### config.mk
export PLATFORM = sky130hd
export DESIGN_NAME = alu_ctrl
export DESIGN_NICKNAME = d
export VERILOG_FILES = /design/src/rtl/alu_ctrl.sv
export SDC_FILE = /design/constraint.sdc
export NUM_CORES = 1
export LEC_CHECK = 0
export ABC_CLOCK_PERIOD_IN_PS = 1900
export CAP_MARGIN = 20
export CELL_PAD_IN_SITES_DETAIL_PLACEMENT = 1
export CELL_PAD_IN_SITES_GLOBAL_PLACEMENT = 2
export CORE_UTILIZATION = 21
export CTS_CLUSTER_DIAMETER = 100
export DETAILED_ROUTE_END_ITERATION = 6
export HOLD_SLACK_MARGIN = 0.1
export PLACE_DENSITY = 0.79
export SLEW_MARGIN = 30
export SYNTH_ARGS = -nofsm -noshare
export SYNTH_HDL_FRONTEND = slang
export SYNTH_SLANG_ARGS = --single-unit
### constraint.sdc
create_clock -name clk -period 1.9 [get_ports clk]
set_clock_uncertainty 0.2 [all_clocks]
set_input_delay 0.38 -clock clk [delete_from_list [all_inputs] [get_ports clk]]
set_output_delay 0.38 -clock clk [all_outputs]
set_load 0.005 [all_outputs]
### src/rtl/alu_ctrl.sv
// Two-requester command front end for an external combinational ALU: round-robin
// grant, one command in flight, registered response. Optional ALU_CTRL_ILLEGAL_OP_CHECK_EN.
module alu_ctrl #(
  parameter int DATA_W = 8,
  parameter int OP_W   = 6
) (
  input  logic              clk,
  input  logic              rst,
  input  logic [1:0]        req_valid,
  output logic [1:0]        req_ready,
  input  logic [DATA_W-1:0] req0_a,
  input  logic [DATA_W-1:0] req0_b,
  input  logic [OP_W-1:0]   req0_op,
  input  logic [DATA_W-1:0] req1_a,
  input  logic [DATA_W-1:0] req1_b,
  input  logic [OP_W-1:0]   req1_op,
  output logic [DATA_W-1:0] alu_a,
  output logic [DATA_W-1:0] alu_b,
  output logic [OP_W-1:0]   alu_op,
  input  logic [DATA_W-1:0] alu_rdo,
  input  logic              alu_carry,
  input  logic              alu_zero,
  output logic              rsp_valid,
  input  logic              rsp_ready,
  output logic              rsp_id,
  output logic [DATA_W-1:0] rsp_rdo,
  output logic              rsp_carry,
  output logic              rsp_zero,
  output logic              rsp_err,
  output logic [15:0]       op_count
);

  typedef enum logic [1:0] {IDLE, EXEC, RESP} state_t;

  state_t            state;
  logic              prio;  // 1: requester 1 wins a tie
  logic [1:0]        grant;
  logic [DATA_W-1:0] sel_a;
  logic [DATA_W-1:0] sel_b;
  logic [OP_W-1:0]   sel_op;
  logic              illegal;

  always_comb begin
    grant = 2'b00;
    if (!rst && state == IDLE) begin
      if (req_valid[1] && (!req_valid[0] || prio)) grant = 2'b10;
      else if (req_valid[0])                       grant = 2'b01;
    end
  end

  assign req_ready = grant;
  assign sel_a     = grant[1] ? req1_a  : req0_a;
  assign sel_b     = grant[1] ? req1_b  : req0_b;
  assign sel_op    = grant[1] ? req1_op : req0_op;

`ifdef ALU_CTRL_ILLEGAL_OP_CHECK_EN
  localparam logic [OP_W-1:0] OP_ADD = OP_W'(6'b100000);
  localparam logic [OP_W-1:0] OP_SUB = OP_W'(6'b100010);
  localparam logic [OP_W-1:0] OP_AND = OP_W'(6'b100100);
  localparam logic [OP_W-1:0] OP_OR  = OP_W'(6'b100101);
  localparam logic [OP_W-1:0] OP_XOR = OP_W'(6'b100110);
  localparam logic [OP_W-1:0] OP_NOR = OP_W'(6'b100111);
  localparam logic [OP_W-1:0] OP_SRA = OP_W'(6'b000011);
  localparam logic [OP_W-1:0] OP_SRL = OP_W'(6'b000010);

  always_comb begin
    case (sel_op)
      OP_ADD, OP_SUB, OP_AND, OP_OR, OP_XOR, OP_NOR, OP_SRA, OP_SRL: illegal = 1'b0;
      default:                                                      illegal = 1'b1;
    endcase
  end

  // Error flag only changes at a grant, so it stays stable through RESP.
  always_ff @(posedge clk) begin
    if (rst)                          rsp_err <= 1'b0;
    else if (state == IDLE && |grant) rsp_err <= illegal;
  end
`else
  assign illegal = 1'b0;
  assign rsp_err = 1'b0;
`endif

  always_ff @(posedge clk) begin
    if (rst) begin
      state     <= IDLE;
      prio      <= 1'b0;
      rsp_valid <= 1'b0;
      rsp_id    <= 1'b0;
      rsp_rdo   <= '0;
      rsp_carry <= 1'b0;
      rsp_zero  <= 1'b0;
      op_count  <= '0;
      alu_a     <= '0;
      alu_b     <= '0;
      alu_op    <= '0;
    end else begin
      case (state)
        IDLE: begin
          if (|grant) begin
            alu_a  <= sel_a;
            alu_b  <= sel_b;
            alu_op <= sel_op;
            rsp_id <= grant[1];
            prio   <= grant[0];
            if (illegal) begin
              rsp_rdo   <= '0;
              rsp_carry <= 1'b0;
              rsp_zero  <= 1'b0;
              rsp_valid <= 1'b1;
              state     <= RESP;
            end else begin
              state <= EXEC;
            end
          end
        end
        EXEC: begin
          rsp_rdo   <= alu_rdo;
          rsp_carry <= alu_carry;
          rsp_zero  <= alu_zero;
          rsp_valid <= 1'b1;
          state     <= RESP;
        end
        RESP: begin
          if (rsp_ready) begin
            rsp_valid <= 1'b0;
            op_count  <= op_count + 16'd1;
            state     <= IDLE;
          end
        end
        default: state <= IDLE;
      endcase
    end
  end

endmodule
==> impl_results.md <==
- Fin Hold WS: 0.261 ns
- Post-synth EDFFs: 0
- Drt pass-1 iters: 4
- Initial Util: 0.216
- Gate count of the mapped netlist: between 200 and 300
- Setup Viol. Count Final: 1
- Overall power: 2.64 mW
- Final Cell Area: about 3700 µm²
- Clock input transition at the sequential cells of the worst setup and hold paths: between 0.1 and 0.15 ns
- Syn. warnings: 0
- Worst rel slew slack: 0.613
- Worst path required time: 1.93 ns
- Hold buffer count at CTS: 0
- Layout cells sized above 1: 0.113
- # clock sinks: 53
- Initial antenna violation count: 0
- Die X: around 100 µm
- Worst EP arrival: 1.95 ns
- Hold Crit Class: reg -> reg
- Leading area contributor after synthesis: dfxtp_1
- Synth unique cells: 32
- CTS tree: yes
- Power per cell area: 716 nW/µm²
- Die ar.: 11,000 µm²
- H-tree levels: 2
- Commonest cells post-synth: 70 x nand2_1, 53 x dfxtp_1, 33 x nor2_1
- # DRC: 0
- Total of max-cap violations: 0
- Setup ws final: -0.0151 ns
- Tmin final: ~1.9 ns
- Crit path kind: in -> reg
- Final hold viol count: 0
- Area share of the largest cell type after synthesis: 0.477
- Max frequency: 522 MHz
- Synth async-reset ratio: 0
- Multi-input logic area: between 1000 and 1500 µm²
- Average size of a mapped cell: 8.09 µm²
- Failing checks: negative setup slack
- Post-synthesis cell area: ~2200 µm²
- Final Cycle Share: 1.01
- Syn nets: 335
- Status: complete, but fails checks
- Postcts setup bufs: 0
- Area after DPL: 3540 µm²
- Detailed-route via count: around 2,400
- Fill count: between 1,000 and 1,500
- Antenna diode count: 0
- P&R area growth vs syn: 65.8%
- Die extent in y: 105 µm
- Ports: 112
- Leak pwr: 1.35 nW
- Register Area: 1070 µm²
- Least-Margin Pin Slew: 0.581 ns
- Clk_lat worst skew: 0.31 ns
- RePlAce Congestion: 0.696
- DRT met1 WL: about 3.2 mm
- Starting DRT DRC Count: 36
- Yosys reg bits: 53
- Num rows: 37
- Main synth FF type: dfxtp_1
- Total wire length: 7.18 mm
- FF-to-FF setup slack: 0.04 ns
- CP bufs+invs: 2
- Family with the most delay on the worst path: simple AND/OR/NAND/NOR gates
- Final ANT Viol Nets: 0
- Nets: 450
- Peak supply drop: 372 µV
- Largest net degree at the start of global routing: 53
- RSZ-0062 raised after global routing: true
- Core ar.: 10,300 µm²
- PortBufs: 110
- Top Metal Used: met4
- CP max stage delay: approximately 0.50 ns
- Critical Path Fanout Max: 4
- Count leader, synth: nand2_1
- Number of global-route vias before repair: 2,472
- CP max-delay cell: clkdlybuf4s50_1
- Seq/Total Area, Yosys: 0.477
- Total track usage: 0.134
- Dpl hpwl: just over 5 mm
- Startpoint class of the critical path: primary input
- Cell at the root of the clock tree: clkbuf_8
- First-pass GRT wire length: 11.8 mm
- Met3 Wirelength: about 640 µm
- Max-slew violations: 0
- Synth top area cells: dfxtp_1 48%, nand2_1 12%, a311oi_1 8.7%
- Routed length per instance: ~14 µm
- Crit-path cells: clkdlybuf4s50_1, and4b_2, nand3_4, buf_4, or3_1, a21oi_1
- CP Capture Type: flop
- Vias per cell: approximately 4.5
- Max Buffers Root-to-Sink: 2
- Total global routing overflow: 0
- CTS Buf Count: 5
- Routed wl met2: 3.32 mm
## cell families (layout without fill, tap and decap cells)
logic type | Yosys count | after routing | synth area share
AO/OA/AOI/OAI | 53 | 53 | 0.162
adder cells (fa/ha/maj) | 1 | 1 | 0.00562
flip-flops | 53 | 53 | 0.477
multiplexers | 1 | 1 | 0.00450
AND/OR/NAND/NOR | 134 | 134 | 0.269
other | 1 | 1 | 0.00169
buffers and inverters | 25 | 141 | 0.0523
XOR/XNOR | 7 | 7 | 0.0276
## flip-flops by register name (all words and copies together) (netlist names)
register and count:
alu_a 8, alu_b 8, alu_op 6, op_count 16
prio 1, rsp_carry 1, rsp_id 1, rsp_rdo 8
rsp_valid 1, rsp_zero 1, state 2
## routing by layer
metal | track usage | vias to the layer above
met5 | 0 | -
met4 | 0.0332 | 0
met3 | 0.0536 | 5
met2 | 0.225 | 87
met1 | 0.159 | 1111
li1 | - | 1170
## timing repair
action / CTS / global route
pin swaps: 1 / 3
gates resized for setup: 13 / 9
setup endpoints to repair: 6 / 20
## cell type report
| class | count | share of cell area |
|---|---|---|
| Timing Repair Buffer | 129 | 0.334 |
| Sequential cell | 53 | 0.291 |
| Multi-Input combinational cell | 197 | 0.287 |
| Tap cell | 136 | 0.0461 |
| Clock buffer | 5 | 0.0187 |
| Clock inverter | 3 | 0.0187 |
| Inverter | 4 | 0.00407 |
## cells in the final DEF, fill, tap and decap left out
| master | n |
|---|---|
| nand4_1 | 3 |
| buf_2 | 3 |
| nor2_1 | 33 |
| or3_1 | 4 |
| clkbuf_8 | 5 |
| or4_1 | 4 |
| conb_1 | 1 |
| clkdlybuf4s50_1 | 105 |
| nand3b_1 | 2 |
| xor2_1 | 6 |
| o21ai_0 | 6 |
| a21oi_1 | 20 |
| xnor2_1 | 1 |
| dlymetal6s2s_1 | 2 |
| mux2i_1 | 1 |
| inv_6 | 1 |
| o31ai_1 | 4 |
| inv_1 | 4 |
| a211oi_1 | 1 |
| nand2_1 | 70 |
| and3_1 | 1 |
| nand2b_1 | 3 |
| dfxtp_1 | 43 |
| bufinv_16 | 2 |
| and2b_1 | 1 |
| and2_1 | 1 |
| dfxtp_2 | 10 |
| nand3_4 | 1 |
| buf_4 | 19 |
| nand3_1 | 5 |
| nand3_2 | 1 |
| and4_1 | 2 |
| nor3_2 | 1 |
| ha_1 | 1 |
| a311oi_1 | 22 |
| nor3_1 | 1 |
| and4b_2 | 1 |
## worst min-delay path: cells and delay by family, from the launching register on
kind             cells  cell delay, ns
AO/OA/AOI/OAI        1            0.05
AND/OR/NAND/NOR      1            0.05
flip-flops           1            0.32
## through the flow
stage	cells	utilization	setup WS (ns)	setup TNS, ns
floorplan	275	-	0.0637	0
global placement	519	0.344	-0.334	-7.51
detailed placement	519	0.344	-0.356	-8.60
CTS	527	0.358	0.00321	0
global route	527	0.359	-0.0618	-0.288
finish	527	0.359	-0.0151	-0.0151
## report_power, final
part           internal (mW)  switching (mW)
Sequential              1.18          0.0406
Clock                  0.531           0.407
Combinational          0.288           0.190
Total                   2.00           0.638
## worst paths after layout
kind                            startpoint            to  depth (start not counted)
worst min-delay path            rsp_rdo[5]    rsp_rdo[5]                          2
worst max register to register    state[0]  op_count[11]                          6
worst min register to register  rsp_rdo[5]    rsp_rdo[5]                          2
worst max-delay path             rsp_ready  op_count[11]                          6
Note: power is estimated with default switching activity, not from simulation.
